--- src/rtl/ovl_overflow_stim.sv ---
// ---------------------------------------------------------------------------
// ovl_overflow_stim
//
// Purpose:
//   Stimulus generator for an ovl_no_overflow checker. On request it runs a
//   fixed-length sequence of RUN_LEN value advances on test_expr. The advance
//   rule depends on the run mode:
//     00 / 11 : count up by one and saturate at MAX
//     01      : count up by one and wrap from MAX to MIN, flagging ovf_pulse
//     10      : start at MAX, count down by one and saturate at MIN
//   A run is followed by a one-cycle DONE state and then a return to IDLE.
//
// Parameters:
//   WIDTH   - bit width of test_expr
//   MIN     - lower bound of the driven range
//   MAX     - upper bound of the driven range (MIN < MAX <= 2**WIDTH-1)
//   RUN_LEN - number of value advances per run (>= 1)
//
// Ports:
//   clock     in   rising-edge clock for all state
//   reset     in   synchronous, active-high reset
//   start     in   run request, sampled only in IDLE
//   mode      in   [1:0] run mode, sampled together with start
//   test_expr out  [WIDTH-1:0] registered value for the checker
//   busy      out  high while in RUN
//   done      out  one-cycle pulse while in DONE
//   ovf_pulse out  one-cycle flag, high in the cycle test_expr shows MIN
//                  after a wrap from MAX
//   ovf_count out  [7:0] saturating count of ovf_pulse assertions, cleared
//                  only by reset (present only with OVL_STIM_OVF_COUNT_EN)
//
// Build option:
//   OVL_STIM_OVF_COUNT_EN - define to add the ovf_count output and counter.
// ---------------------------------------------------------------------------
module ovl_overflow_stim #(
    parameter int WIDTH   = 4,
    parameter int MIN     = 0,
    parameter int MAX     = 15,
    parameter int RUN_LEN = 20
) (
    input  logic             clock,
    input  logic             reset,
    input  logic             start,
    input  logic [1:0]       mode,
    output logic [WIDTH-1:0] test_expr,
    output logic             busy,
    output logic             done,
    output logic             ovf_pulse
`ifdef OVL_STIM_OVF_COUNT_EN
    ,
    output logic [7:0]       ovf_count
`endif
);

    // -----------------------------------------------------------------------
    // Derived constants
    // -----------------------------------------------------------------------
    // The step counter holds 0..RUN_LEN, so it never has to wrap.
    localparam int STEP_W = $clog2(RUN_LEN + 1);

    localparam logic [WIDTH-1:0]  MIN_V     = WIDTH'(MIN);
    localparam logic [WIDTH-1:0]  MAX_V     = WIDTH'(MAX);
    localparam logic [STEP_W-1:0] LAST_STEP = STEP_W'(RUN_LEN - 1);
    localparam logic [STEP_W-1:0] FULL_STEP = STEP_W'(RUN_LEN);

    localparam logic [1:0] MODE_SAT_UP   = 2'b00;
    localparam logic [1:0] MODE_WRAP_UP  = 2'b01;
    localparam logic [1:0] MODE_SAT_DOWN = 2'b10;

    // Reject parameter sets that cannot describe a meaningful range.
    generate
        if ((MIN < 0) || (MIN >= MAX) || (MAX > (2 ** WIDTH) - 1) || (RUN_LEN < 1)) begin : g_bad_params
            $error("ovl_overflow_stim: illegal parameters (need 0 <= MIN < MAX <= 2**WIDTH-1, RUN_LEN >= 1)");
        end
    endgenerate

    // -----------------------------------------------------------------------
    // State
    // -----------------------------------------------------------------------
    typedef enum logic [1:0] {
        IDLE = 2'b00,
        RUN  = 2'b01,
        DONE = 2'b10
    } state_t;

    state_t            state;
    state_t            state_next;
    logic [1:0]        mode_q;
    logic [STEP_W-1:0] step;

    // Combinational datapath results
    logic [WIDTH-1:0]  adv_value;
    logic              adv_ovf;
    logic [WIDTH-1:0]  entry_value;
    logic              last_advance;

    assign last_advance = (step == LAST_STEP);

    // Mode 10 starts at the top of the range; every other mode starts at the
    // bottom. The live mode input is used because it is latched on this edge.
    assign entry_value = (mode == MODE_SAT_DOWN) ? MAX_V : MIN_V;

    // -----------------------------------------------------------------------
    // FSM process 1: state register
    // -----------------------------------------------------------------------
    // NOTE: sequential state uses non-blocking (<=) assignments so every
    // register samples pre-edge values regardless of process ordering.
    always_ff @(posedge clock) begin
        if (reset) begin
            state <= IDLE;
        end else begin
            state <= state_next;
        end
    end

    // -----------------------------------------------------------------------
    // FSM process 2: next-state logic
    // -----------------------------------------------------------------------
    // NOTE: every variable written here gets a default first, so no path can
    // leave it unassigned and infer a latch.
    always_comb begin
        state_next = state;
        case (state)
            IDLE: begin
                if (start) begin
                    state_next = RUN;
                end
            end
            RUN: begin
                // The RUN_LEN-th advance happens on the edge that enters DONE.
                if (last_advance) begin
                    state_next = DONE;
                end
            end
            DONE: begin
                // Always exactly one cycle, and start is ignored here, which
                // gives one IDLE cycle between back-to-back runs.
                state_next = IDLE;
            end
            default: begin
                state_next = IDLE;
            end
        endcase
    end

    // -----------------------------------------------------------------------
    // FSM process 3: output decode
    // -----------------------------------------------------------------------
    always_comb begin
        busy = 1'b0;
        done = 1'b0;
        case (state)
            RUN:     busy = 1'b1;
            DONE:    done = 1'b1;
            default: begin
                busy = 1'b0;
                done = 1'b0;
            end
        endcase
    end

    // -----------------------------------------------------------------------
    // Advance rule for the latched mode
    // -----------------------------------------------------------------------
    always_comb begin
        adv_value = test_expr;
        adv_ovf   = 1'b0;
        case (mode_q)
            MODE_WRAP_UP: begin
                if (test_expr >= MAX_V) begin
                    adv_value = MIN_V;
                    adv_ovf   = 1'b1;
                end else begin
                    adv_value = test_expr + 1'b1;
                end
            end
            MODE_SAT_DOWN: begin
                if (test_expr <= MIN_V) begin
                    adv_value = MIN_V;
                end else begin
                    adv_value = test_expr - 1'b1;
                end
            end
            default: begin
                // Modes 00 and 11 are both saturate-up.
                if (test_expr >= MAX_V) begin
                    adv_value = MAX_V;
                end else begin
                    adv_value = test_expr + 1'b1;
                end
            end
        endcase
    end

    // -----------------------------------------------------------------------
    // Datapath registers: test_expr, ovf_pulse, step counter, latched mode
    // -----------------------------------------------------------------------
    // NOTE: every register here, including the latched mode that is only
    // read in RUN, is given a reset value so behaviour after reset never
    // depends on power-up contents.
    always_ff @(posedge clock) begin
        if (reset) begin
            test_expr <= MIN_V;
            ovf_pulse <= 1'b0;
            step      <= '0;
            mode_q    <= MODE_SAT_UP;
        end else begin
            case (state)
                IDLE: begin
                    ovf_pulse <= 1'b0;
                    if (start) begin
                        mode_q    <= mode;
                        step      <= '0;
                        test_expr <= entry_value;
                    end else begin
                        test_expr <= MIN_V;
                    end
                end
                RUN: begin
                    // ovf_pulse is registered alongside test_expr so it is
                    // high in the same cycle the wrapped MIN is visible.
                    test_expr <= adv_value;
                    ovf_pulse <= adv_ovf;
                    if (step != FULL_STEP) begin
                        step <= step + 1'b1;
                    end
                end
                DONE: begin
                    // test_expr held its final value during DONE; IDLE
                    // shows MIN again.
                    test_expr <= MIN_V;
                    ovf_pulse <= 1'b0;
                end
                default: begin
                    test_expr <= MIN_V;
                    ovf_pulse <= 1'b0;
                end
            endcase
        end
    end

`ifdef OVL_STIM_OVF_COUNT_EN
    // -----------------------------------------------------------------------
    // Saturating overflow counter, cleared only by reset
    // -----------------------------------------------------------------------
    always_ff @(posedge clock) begin
        if (reset) begin
            ovf_count <= 8'd0;
        end else if (ovf_pulse && (ovf_count != 8'hFF)) begin
            ovf_count <= ovf_count + 8'd1;
        end
    end
`endif

endmodule

--- config.mk ---
export PLATFORM = sky130hd
export DESIGN_NAME = ovl_overflow_stim
export DESIGN_NICKNAME = d
export VERILOG_FILES = /design/src/rtl/ovl_overflow_stim.sv
export SDC_FILE = /design/constraint.sdc
export NUM_CORES = 1
export LEC_CHECK = 0
export BUFFER_PORTS_ARGS = -buffer_cell sky130_fd_sc_hd__buf_2
export CAP_MARGIN = 20
export CORE_MARGIN = 2
export CORE_UTILIZATION = 57
export CTS_BUF_LIST = sky130_fd_sc_hd__clkbuf_8
export CTS_CLUSTER_DIAMETER = 50
export CTS_CLUSTER_SIZE = 10
export DETAILED_ROUTE_END_ITERATION = 8
export PLACE_DENSITY_LB_ADDON = 0.08
export SETUP_SLACK_MARGIN = 0.15
export SLEW_MARGIN = 20
export SYNTH_ARGS = -nofsm -noshare
export SYNTH_HDL_FRONTEND = slang
export SYNTH_SLANG_ARGS = --single-unit
--- constraint.sdc ---
create_clock -name clock -period 1.8 [get_ports clock]
set_input_delay 0.09 -clock clock [delete_from_list [all_inputs] [get_ports clock]]
set_output_delay 0.09 -clock clock [all_outputs]
set_load 0.005 [all_outputs]
==> impl_metrics.yaml <==
run_status:
  status: "finished, final reports clean"
detailed_routing:
  vias_per_cell: 5.72
  first_pass_iters: 4
  post-route-drc-count: 0
  wire_per_inst_um: 13.0
  initialDrtViolationCount: 16
  ant_nets: 0
  vias: 726
  drt-total-wl_mm: 1.65
sta:
  tns_ns: 0
  fin_ws_ns: 0.259
  hold_ws_ns: 0.0934
  finalSetupViolCount: 0
  post-route-period-util: 0.856
  fin_crit_ns: 1.54
  worstMarginPinSlew_ns: 0.340
  fin_skew_ns: 0.00137
  slew_headroom: 0.770
  finalHoldViolations: 0
  slew_viol_final: 0
  rsz0062_at_grt: "no"
  clock.fmax_mhz: 649
power_and_ir_drop:
  intPower_mw: 0.563
  seq_power_share: 0.454
  p_leak_nw: 0.406
  switching_share: 0.241
  power_frac_comb: 0.138
  switchingPower_mw: 0.179
  vdd_drop_max_v: 0.000695
  clockPowerShare: 0.408
  powerDensity_nw_per_um2: 782
logic_synthesis:
  syn_inst: 100
  syn_nets: 111
  yosysSeqAreaShare: 0.337
  yosysWarnings: 0
  syn_area_per_cell_um2: 8.31
  syn_area_um2: 831
  yosys.cell_types.count: 37
  synth_seq_cells: 14
cts:
  hold_buffers: 0
  clk-insertion-delay-late_ns: 0.24
  clock_path_buffers: 2
  cts_resized: 0
  cts-root-buf: "clkbuf_8"
  clock_sinks: 14
  postCtsSetupRepairBufs: 0
  tritoncts: "built"
  clk_pin_slew_ns: 0.06
  numCtsBuffers: 3
  cts_max_level: 1
place:
  gp_congestion: 0.806
  portBuffers: 11
  hpwl_mm: 1.24
  dpl_cell_area_um2: 892
  pre_cts_ws_ns: 0.234
global_route:
  grt_pass1_wl_mm: 2.77
  grt-ovfl-total: 0
  grt_pass1_vias: 644
  antenna_found_initial: 0
  track_usage: 0.203
  grt_max_degree: 11
setup_path:
  cpMaxStageDelayCell: "dfxtp_1"
  slowest_delay_ns: 0.46
  crit_buf_inv: 1
  worstPathCellList: "inv_1 > ha_1 > o221a_2 > a211o_1 > o21ai_0"
  reg2reg_from: "test_expr[0]"
  worstPathRequired_ns: 1.97
  cp-end-kind: "register"
  worstReg2RegEnd: "test_expr[2]"
  start_kind: "register"
  critPathMaxFanout: 7
  crit_family: "compound AO/OA/AOI/OAI gates"
  reg2regPathDepth: 5
  arrival_ns: 1.71
  reg2reg_setup_slack_ns: 0.26
  path_class: "register to register"
final_layout:
  fill_cells: 112
  area_growth_pct: 14.3
  layout-drive-gt1-share: 0.196
  final_util: 0.712
  layout.nets: 124
  final_cell_mix: "14 x dfxtp_1, 11 x buf_2, 10 x nor2_1"
  final_area_um2: 950
  final_common_cell: "dfxtp_1"
  diodes: 0
worst_hold_path:
  min_delay_path_depth: 2
  worstHoldStart: "reset"
  worst_hold_path_type: "input pin to register"
  hold-path-endpoint: "step[1]"
floorplanning:
  die_area_um2: 1780
  core_area_um2: 1330
  die_h_um: 42.2
  initial_utilization: 0.623
  die_w_um: 42.2
  pin_count: 12
  num_rows: 13
run:
  drv_cap: 0
-- state kept, by name, indices dropped and copies added, names as in the netlist --
signal     flops
mode_q         2
ovf_pulse      1
state          2
step           5
test_expr      4
-- logic make-up (layout without fill, tap and decap cells) --
| group | after synthesis | in the layout | synth area share |
|---|---|---|---|
| buffers and inverters | 11 | 23 | 0.0512 |
| multiplexers | 2 | 2 | 0.0256 |
| AO/OA/AOI/OAI | 22 | 22 | 0.170 |
| adder cells (fa/ha/maj) | 6 | 6 | 0.0904 |
| AND/OR/NAND/NOR | 41 | 41 | 0.283 |
| XOR/XNOR | 4 | 4 | 0.0422 |
| flip-flops | 14 | 14 | 0.337 |
-- cells in the mapped netlist --
| master | instances | area share |
|---|---|---|
| nand4b_1 | 1 | 0.011 |
| o31ai_1 | 1 | 0.0090 |
| nor3b_1 | 1 | 0.0090 |
| nand3b_1 | 3 | 0.027 |
| o21ai_1 | 1 | 0.0060 |
| mux2i_1 | 1 | 0.012 |
| and2b_1 | 3 | 0.027 |
| nand4_1 | 1 | 0.0075 |
| a221oi_1 | 1 | 0.011 |
| ha_1 | 6 | 0.090 |
| a21oi_1 | 6 | 0.036 |
| a2111oi_0 | 1 | 0.011 |
| nand2_1 | 7 | 0.032 |
| o21ai_0 | 5 | 0.030 |
| xnor2_1 | 1 | 0.011 |
| or3_4 | 1 | 0.014 |
| nor3_1 | 2 | 0.012 |
| nand3_1 | 2 | 0.012 |
| dfxtp_1 | 14 | 0.34 |
| nand2b_1 | 2 | 0.015 |
| inv_1 | 8 | 0.036 |
| a211oi_1 | 1 | 0.0090 |
| o211ai_1 | 1 | 0.0090 |
| or2_2 | 2 | 0.015 |
| o221a_2 | 1 | 0.014 |
| and3_1 | 2 | 0.015 |
| clkbuf_1 | 2 | 0.0090 |
| buf_2 | 1 | 0.0060 |
| mux2_2 | 1 | 0.014 |
| nor2b_1 | 1 | 0.0075 |
| nor4bb_1 | 1 | 0.012 |
| nor2_1 | 10 | 0.045 |
| xor2_1 | 3 | 0.032 |
| a31oi_1 | 2 | 0.015 |
| or3b_1 | 1 | 0.011 |
| nand3_2 | 1 | 0.012 |
| a211o_1 | 2 | 0.021 |
-- power by group through the flow --
stage / Clock (mW) / Sequential (mW) / Combinational, mW
2_1_floorplan: 0 / 0.339 / 0.0769
3_3_place_gp: 0 / 0.343 / 0.0974
3_5_place_dp: 0 / 0.344 / 0.101
4_1_cts: 0.312 / 0.337 / 0.102
5_1_grt: 0.329 / 0.339 / 0.118
6_report: 0.303 / 0.337 / 0.102
-- how the worst max path moves through the flow --
| stage | from | end | depth (start not counted) |
|---|---|---|---|
| 4_1_cts | mode_q[0] | test_expr[1] | 5 |
| 3_5_place_dp | mode_q[0] | test_expr[1] | 5 |
| 6_report | test_expr[0] | test_expr[2] | 5 |
| 3_3_place_gp | mode_q[0] | test_expr[1] | 5 |
| 5_1_grt | test_expr[0] | test_expr[2] | 5 |
| 2_1_floorplan | mode_q[0] | test_expr[1] | 5 |
-- area by class of cell --
| cell class | instances | area, µm² | share of cell area |
|---|---|---|---|
| clock buffer | 4 | 55.1 | 0.0580 |
| inverter | 8 | 30.0 | 0.0316 |
| multi-input combinational | 75 | 510 | 0.538 |
| sequential | 14 | 280 | 0.295 |
| tap | 15 | 18.8 | 0.0198 |
| timing repair buffer | 11 | 55.1 | 0.0580 |
-- stage by stage --
step,total power [mW],std cells
after floorplan,0.416,100
after global placement,0.440,123
after detailed placement,0.445,123
after CTS,0.751,127
after global routing,0.786,127
final,0.743,127
-- per-layer routing --
layer / global-route usage / routed length, µm
met5: 0 / 0
met4: 0.0938 / 34
met3: 0.0560 / 56
met2: 0.305 / 720
met1: 0.270 / 835
No activity file was read; power rests on OpenSTA's default activity.
